--- src/rtl/mc_pkg.sv ---
// mc_pkg: shared states, opcodes and mux-select constants for the multicycle control FSM
package mc_pkg;
  typedef enum logic [3:0] {
    RST_WAIT, FETCH, DECODE, MEMADR, MEMRD, MEMWB, MEMWR, EXEC_R, EXEC_I, ALUWB, BRANCH, TRAP
  } state_t;
  localparam logic [6:0] OP_R  = 7'b0110011;
  localparam logic [6:0] OP_I  = 7'b0010011;
  localparam logic [6:0] OP_LD = 7'b0000011;
  localparam logic [6:0] OP_ST = 7'b0100011;
  localparam logic [6:0] OP_BR = 7'b1100011;
  localparam logic [1:0] ALUOP_ADD   = 2'b00;
  localparam logic [1:0] ALUOP_BR    = 2'b01;
  localparam logic [1:0] ALUOP_FUNCT = 2'b10;
  localparam logic [1:0] SRCA_PC    = 2'b00;
  localparam logic [1:0] SRCA_OLDPC = 2'b01;
  localparam logic [1:0] SRCA_REG   = 2'b10;
  localparam logic [1:0] SRCB_REG  = 2'b00;
  localparam logic [1:0] SRCB_FOUR = 2'b01;
  localparam logic [1:0] SRCB_IMM  = 2'b10;
  function automatic state_t decode_next(input logic [6:0] op);
    return (op == OP_R) ? EXEC_R :
           (op == OP_I) ? EXEC_I :
           (op == OP_LD || op == OP_ST) ? MEMADR :
           (op == OP_BR) ? BRANCH : TRAP;
  endfunction
endpackage

--- src/rtl/mc_retire_counter.sv ---
// mc_retire_counter: wrapping retired-instruction counter with async reset
module mc_retire_counter #(
  parameter int CNT_W = 32
) (
  input  logic             clk,
  input  logic             reset,
  input  logic             inc_i,
  output logic [CNT_W-1:0] count_o
);
  logic [CNT_W-1:0] count_q;
  always_ff @(posedge clk or posedge reset)
    if (reset) count_q <= '0;
    else if (inc_i) count_q <= count_q + CNT_W'(1);
  assign count_o = count_q;
endmodule

--- src/rtl/multicycle_control.sv ---
// multicycle_control: RV32I multicycle main control FSM with memory handshake and retire count
module multicycle_control
  import mc_pkg::*;
#(
  parameter int CNT_W = 32
) (
  input  logic             clk,
  input  logic             reset,
  input  logic [6:0]       opcode,
  input  logic             mem_ready,
  output logic             mem_req,
  output logic             MemRead,
  output logic             MemWrite,
  output logic             IorD,
  output logic             IRWrite,
  output logic             PCWrite,
  output logic             PCWriteCond,
  output logic             PCSource,
  output logic [1:0]       ALUSrcA,
  output logic [1:0]       ALUSrcB,
  output logic [1:0]       ALUop,
  output logic             funct30_mask,
  output logic             RegWrite,
  output logic             MemtoReg,
  output logic             illegal,
  output logic [CNT_W-1:0] retired
);
  state_t state_q, state_d;
  logic   retire;
  always_ff @(posedge clk or posedge reset)
    if (reset) state_q <= RST_WAIT;
    else state_q <= state_d;
  always_comb begin
    state_d      = state_q;
    mem_req      = 1'b0;
    MemRead      = 1'b0;
    MemWrite     = 1'b0;
    IorD         = 1'b0;
    IRWrite      = 1'b0;
    PCWrite      = 1'b0;
    PCWriteCond  = 1'b0;
    PCSource     = 1'b0;
    ALUSrcA      = SRCA_PC;
    ALUSrcB      = SRCB_REG;
    ALUop        = ALUOP_ADD;
    funct30_mask = 1'b0;
    RegWrite     = 1'b0;
    MemtoReg     = 1'b0;
    illegal      = 1'b0;
    retire       = 1'b0;
    case (state_q)
      RST_WAIT: state_d = FETCH;
      FETCH: begin
        mem_req = 1'b1;
        MemRead = 1'b1;
        ALUSrcB = SRCB_FOUR;
        IRWrite = mem_ready;
        PCWrite = mem_ready;
        state_d = mem_ready ? DECODE : FETCH;
      end
      DECODE: begin
        ALUSrcA = SRCA_OLDPC;
        ALUSrcB = SRCB_IMM;
        state_d = decode_next(opcode);
      end
      EXEC_R: begin
        ALUSrcA = SRCA_REG;
        ALUop   = ALUOP_FUNCT;
        state_d = ALUWB;
      end
      EXEC_I: begin
        ALUSrcA      = SRCA_REG;
        ALUSrcB      = SRCB_IMM;
        ALUop        = ALUOP_FUNCT;
        funct30_mask = 1'b1;
        state_d      = ALUWB;
      end
      ALUWB: begin
        RegWrite = 1'b1;
        retire   = 1'b1;
        state_d  = FETCH;
      end
      MEMADR: begin
        ALUSrcA = SRCA_REG;
        ALUSrcB = SRCB_IMM;
        state_d = (opcode == OP_LD) ? MEMRD : MEMWR;
      end
      MEMRD: begin
        mem_req = 1'b1;
        MemRead = 1'b1;
        IorD    = 1'b1;
        state_d = mem_ready ? MEMWB : MEMRD;
      end
      MEMWB: begin
        RegWrite = 1'b1;
        MemtoReg = 1'b1;
        retire   = 1'b1;
        state_d  = FETCH;
      end
      MEMWR: begin
        mem_req  = 1'b1;
        MemWrite = 1'b1;
        IorD     = 1'b1;
        retire   = mem_ready;
        state_d  = mem_ready ? FETCH : MEMWR;
      end
      BRANCH: begin
        ALUSrcA     = SRCA_REG;
        ALUop       = ALUOP_BR;
        PCWriteCond = 1'b1;
        PCSource    = 1'b1;
        retire      = 1'b1;
        state_d     = FETCH;
      end
      TRAP: illegal = 1'b1;
      default: state_d = RST_WAIT;
    endcase
  end
  mc_retire_counter #(.CNT_W(CNT_W)) u_cnt (
    .clk    (clk),
    .reset  (reset),
    .inc_i  (retire),
    .count_o(retired)
  );
endmodule

--- config.mk ---
export PLATFORM = sky130hd
export DESIGN_NAME = multicycle_control
export DESIGN_NICKNAME = d
export VERILOG_FILES = /design/src/rtl/mc_pkg.sv /design/src/rtl/mc_retire_counter.sv /design/src/rtl/multicycle_control.sv
export SDC_FILE = /design/constraint.sdc
export NUM_CORES = 1
export LEC_CHECK = 0
export CAP_MARGIN = 5
export CORE_UTILIZATION = 40
export CTS_CLUSTER_SIZE = 20
export DETAILED_ROUTE_END_ITERATION = 10
export GPL_ROUTABILITY_DRIVEN = 0
export GPL_TIMING_DRIVEN = 0
export HOLD_SLACK_MARGIN = 0.12
export MAX_ROUTING_LAYER = met4
export PLACE_DENSITY = 0.71
export RECOVER_POWER = 100
export SLEW_MARGIN = 20
export SYNTH_ARGS = -nofsm -noshare
export SYNTH_HDL_FRONTEND = slang
export SYNTH_SLANG_ARGS = --single-unit
--- constraint.sdc ---
create_clock -name clk -period 4.6 [get_ports clk]
set_input_delay 0.92 -clock clk [delete_from_list [all_inputs] [get_ports clk]]
set_output_delay 0.92 -clock clk [all_outputs]
set_load 0.01 [all_outputs]
Word level (Yosys, flattened, before mapping)
Cells that the tools add are included.

storage, ports and cells
  output and inout bits = 50
  word-level logic and storage cells = 53
  input bits = 10
  register bits after elaboration = 36

cells by class
  mux-type cells = 23
  eq/ne operators = 16
  add/subtract/negate cells = 1
  reductions and logical operators = 11

operators by type and width
  kind                                                                   count
  32-bit by 1-bit adder with 32-bit output, second input constant        1
  4-bit case mux with 8 select lines                                     1
  4-bit by 3-bit equality test with 1-bit output, second input constant  4
  4-bit equality test, second input constant                             4
  7-bit by 6-bit equality test with 1-bit output, second input constant  2
  1-bit 2-to-1 mux                                                       12
  4-bit 2-to-1 mux                                                       3
  2-bit case mux with 2 select lines                                     3
  3-bit OR reduction                                                     3
  4-bit by 2-bit equality test with 1-bit output, second input constant  2
  2-bit OR reduction                                                     4
  4-bit OR reduction                                                     2
  7-bit by 2-bit equality test with 1-bit output, second input constant  1
  7-bit by 5-bit equality test with 1-bit output, second input constant  1
  7-bit equality test, second input constant                             1
  4-bit by 1-bit equality test with 1-bit output, second input constant  1
  4-bit zero test                                                        1
  2-bit 2-to-1 mux                                                       2
  3-bit 2-to-1 mux                                                       1
  1-bit case mux with 2 select lines                                     1
  1-bit logical OR                                                       1

Longest topological paths before layout
  word-level depth = 6
  gate-level depth with buffers = 6
  mapped depth without buffers = 5

Modules after synthesis
A second synthesis with hierarchy kept.

second synthesis, totals
  cell total of the unflattened synthesis = 194
  area total of the unflattened synthesis = 2,049.5 µm²

modules (own cells, without submodules)
  module              seq. area each (µm²)  times used  cells an instance  area an instance (µm²)
  mc_retire_counter   800.8                 1           126                1,510.2
  multicycle_control  100.1                 1           68                 539.3

Worst setup path after synthesis
No wires, ideal clock.

  kind = reg-to-output
  start = register state_q[2]
  end = output port ALUop[1]
  path buffers = 1
  cell stages (with the launch flop) = 5
  data arrival time = 1.402 ns
  data required time = 3.680 ns
  path slack = 2.278 ns
  cells stage by stage = dfrtp_1 > buf_1 > nand2b_1 > nor3_1 > o21bai_1

between the ends
  word-level cells in the longest chain between the ends = 3

ends and longest elaborated chain
  what                                                                                          RTL line                  source
  from (decl)                                                                                   multicycle_control.sv:28  state_t state_q, state_d;
  from (signal assigned)                                                                        multicycle_control.sv:32  else state_q <= state_d;
  4-bit equality test / 4-bit by 3-bit equality test with 1-bit output (equally long branches)  multicycle_control.sv:51  case (state_q)
  2-bit OR reduction (no line)                                                                  n/a
  2-bit case mux with 2 select lines *                                                          multicycle_control.sv:51
  to (decl)                                                                                     multicycle_control.sv:21  output logic [1:0] ALUop,

Mark *: on every way between the ends. The rest lies on a longest branch, timed or not.

Worst setup path in the final report
  start = input port mem_ready
  end = output port PCWrite

between the ends
  word-level cells in the longest chain between the ends = 1

ends and longest elaborated chain
  what              RTL line                  source
  from (decl)       multicycle_control.sv:10  input logic mem_ready,
  1-bit 2-to-1 mux  multicycle_control.sv:51
  to (decl)         multicycle_control.sv:16  output logic PCWrite,

No other way between the ends.

==> flow_metrics.py <==
metrics = {
    "synth": {
        "synth-edff-count": 0,
        "yosys-top-cells-count": "dfrtp_1 (36), xnor2_1 (28), nand2_1 (14), nand3_1 (14), nor2_1 (14)",
        "ys_ff_latch": 36,
        "yosys-top-cells-area": "dfrtp_1 (48%), xnor2_1 (13%), nand3_1 (3.7%)",
        "synth_most_common_cell": "dfrtp_1",
        "netlist_instances": 180,
        "synth_top_cell_by_area": "dfrtp_1",
        "ys_async_sr_fraction": 1.00,
        "syn_area_um2": 1870,
        "yosys.area.top_type_share": 0.481,
        "yosys_warnings": 0,
        "synth-seq-area-share": 0.481,
        "synthesis.nets": 191,
        "synth_cell_types": 37,
        "yosys_most_used_dff": "dfrtp_1",
        "avgSynthCellArea_um2": 10.4,
    },
    "worst_setup_path": {
        "crit_end": "PCWrite",
        "worst-r2r-cell-count": 6,
        "cp_slowest_stage_delay_ps": 660,
        "crit_start": "mem_ready",
        "crit_buf_inv": 3,
        "critPathMaxFanout": 6,
        "timing.rr.end": "u_cnt.count_o[22]$_DFFE_PP0P_",
        "critPathRequiredTime_ps": 3680,
        "cp_top_family": "buffers and inverters",
        "critical_path_depth": 4,
        "criticalPathCategory": "input pin to primary output",
        "worstPathCellList": "dlygate4sd3_1 > and2_0 > buf_4 > dlygate4sd3_1",
        "critPathArrivalTime_ps": 2520,
        "r2r-start": "state_q[0]$_DFFE_PP0N_",
        "rrSetupSlack_ps": 2100,
        "start_kind": "input pin",
        "cpMaxStageDelayCell": "dlygate4sd3_1",
        "endpoint_kind": "primary output",
        "cp_common_cell": "dlygate4sd3_1",
    },
    "die": {
        "die_h_um": 70.4,
        "core-area_um2": 4410,
        "rows": 24,
        "dieArea_um2": 4960,
        "start_util": 0.424,
        "die_w_um": 70.4,
        "io_pins": 60,
    },
    "timing": {
        "period_needed_ps": 3440,
        "setup_viol": 0,
        "drv_slew": 0,
        "clock.fmax_mhz": 291,
        "fin_crit_sh": 0.748,
        "fin_setup_tns_ps": 0,
        "fin_skew_ps": 6.53,
        "relSlewSlack": 0.122,
        "finalHoldViolCount": 0,
        "rsz0062_at_grt": "no",
        "worst_slew_pin_slew_ps": 1310,
    },
    "power_and_ir_drop": {
        "ir_drop_mv": 0.273,
        "power_density_nw_per_um2": 422,
        "p_total_mw": 1.09,
        "leakage_nw": 1.22,
    },
    "routing": {
        "firstDrtPassIters": 4,
        "m1WireLength_um": 1830,
        "wl_met2_um": 1740,
        "wirelength_um": 3770,
        "drc": 0,
        "viasPerCell": 5.03,
        "antenna_left": 0,
        "wl_met3_um": 164,
        "maxUsedRoutingLayer": "met4",
        "drt_iter0_drc": 68,
        "wl_per_cell_um": 12.6,
        "vias": 1505,
    },
    "clock_network": {
        "hold_buffers": 0,
        "h-tree-depth": 2,
        "cts_sinks": 36,
        "cts_tree": "done",
        "cts_resized": 0,
        "root_buffer": "clkbuf_8",
        "cts_setup_buffers": 0,
        "clkTransAtPathRegs_ps": 70,
        "numCtsBuffers": 5,
        "insertion_delay_ps": 290,
        "clockBufferDepth": 2,
    },
    "global_route": {
        "grt_util_all_layers": 0.165,
        "grt_first_pass_wirelength_um": 6390,
        "antenna_found_initial": 0,
        "grt_pass1_vias": 1416,
        "grt_max_degree": 37,
        "overflow": 0,
    },
    "placement": {
        "hpwl_um": 2790,
        "portBuffers": 59,
    },
    "flow_run": {
        "maxCapViolations": 0,
    },
    "hold_path": {
        "hp-class": "register to register",
    },
    "final_layout": {
        "syn2layout_area_growth_pct": 38.6,
        "antennaDiodeCount": 0,
        "drive_above_1_share": 0.0607,
        "final_nets": 257,
    },
    "outcome": {
        "status": "finished, final reports clean",
    },
}
registers in the layout, indices dropped and copies added, names as in the netlist:
| register | flops |
|---|---|
| state_q | 4 |
| u_cnt.count_o | 32 |
final cells by class:
| cell class | count | area, µm² |
|---|---|---|
| clock inverters | 3 | 42.5 |
| inverters | 1 | 3.75 |
| flip-flops and latches | 36 | 901 |
| well taps | 52 | 65.1 |
| fillers | 398 | 1820 |
| plain buffers | 8 | 41.3 |
| repair buffers | 59 | 591 |
| multi-input cells | 135 | 882 |
| clock buffers | 5 | 68.8 |
power breakdown:
| part | switching, mW | total, mW | leakage, nW | internal (mW) |
|---|---|---|---|---|
| combinational | 0.217 | 0.429 | 0.673 | 0.212 |
| sequential | 0.0408 | 0.394 | 0.489 | 0.353 |
| clock | 0.110 | 0.271 | 0.0541 | 0.160 |
| total | 0.368 | 1.09 | 1.22 | 0.726 |
cells in the final DEF, fill, tap and decap left out, drive strengths merged, types with 2 or more instances in the layout:
cell type      count
a21oi              2
clkbuf            10
nor2              14
nand4              6
and4               5
or2                2
xnor2             28
o21ai              2
nand2b             6
buf                3
nor2b              3
and3               2
nand2             14
and2               5
xor2               7
dfrtp             36
mux2i              2
nand3             14
o211ai             2
dlygate4sd3       51
mux2               2
clkdlybuf4s50      8
nor3               9
layer usage:
metal,track usage,up-vias
met4,0.0400,0
met5,-,-
li1,-,753
met1,0.211,717
met2,0.260,31
met3,0.0462,4
cell families after synthesis:
kind of cell | after synthesis | share of synthesized area
adders and majority gates | 1 | 0.00668
and+or+nand+nor | 82 | 0.247
xor gates and xnor gates | 35 | 0.164
DFF | 36 | 0.481
AOI/OAI and AO/OA | 13 | 0.0542
muxes | 4 | 0.0227
buffers and inverters | 9 | 0.0247
metrics by stage:
step / setup WS, ps / hold WS (ps) / instance area, µm² / instances / utilization
final: 1160 / 469 / 2590 / 299 / 0.588
after global routing: 1090 / 517 / 2590 / 299 / 0.588
after CTS: 1330 / 481 / 2640 / 299 / 0.598
after detailed placement: 1330 / 471 / 2530 / 291 / 0.573
after global placement: 1330 / 462 / 2530 / 291 / 0.573
after floorplan: 2280 / 508 / 1870 / 180 / -
worst min path at each step:
| stage | start | to | depth (start not counted) |
|---|---|---|---|
| detailed placement | u_cnt.count_o[31]$_DFFE_PP0P_ | u_cnt.count_o[31]$_DFFE_PP0P_ | 1 |
| global route | u_cnt.count_o[31]$_DFFE_PP0P_ | u_cnt.count_o[31]$_DFFE_PP0P_ | 1 |
| global placement | u_cnt.count_o[31]$_DFFE_PP0P_ | u_cnt.count_o[31]$_DFFE_PP0P_ | 1 |
| CTS | u_cnt.count_o[31]$_DFFE_PP0P_ | u_cnt.count_o[31]$_DFFE_PP0P_ | 1 |
| floorplan | u_cnt.count_o[31]$_DFFE_PP0P_ | u_cnt.count_o[31]$_DFFE_PP0P_ | 1 |
| finish | u_cnt.count_o[31]$_DFFE_PP0P_ | u_cnt.count_o[31]$_DFFE_PP0P_ | 1 |
Power figures use the tool's default switching activity.
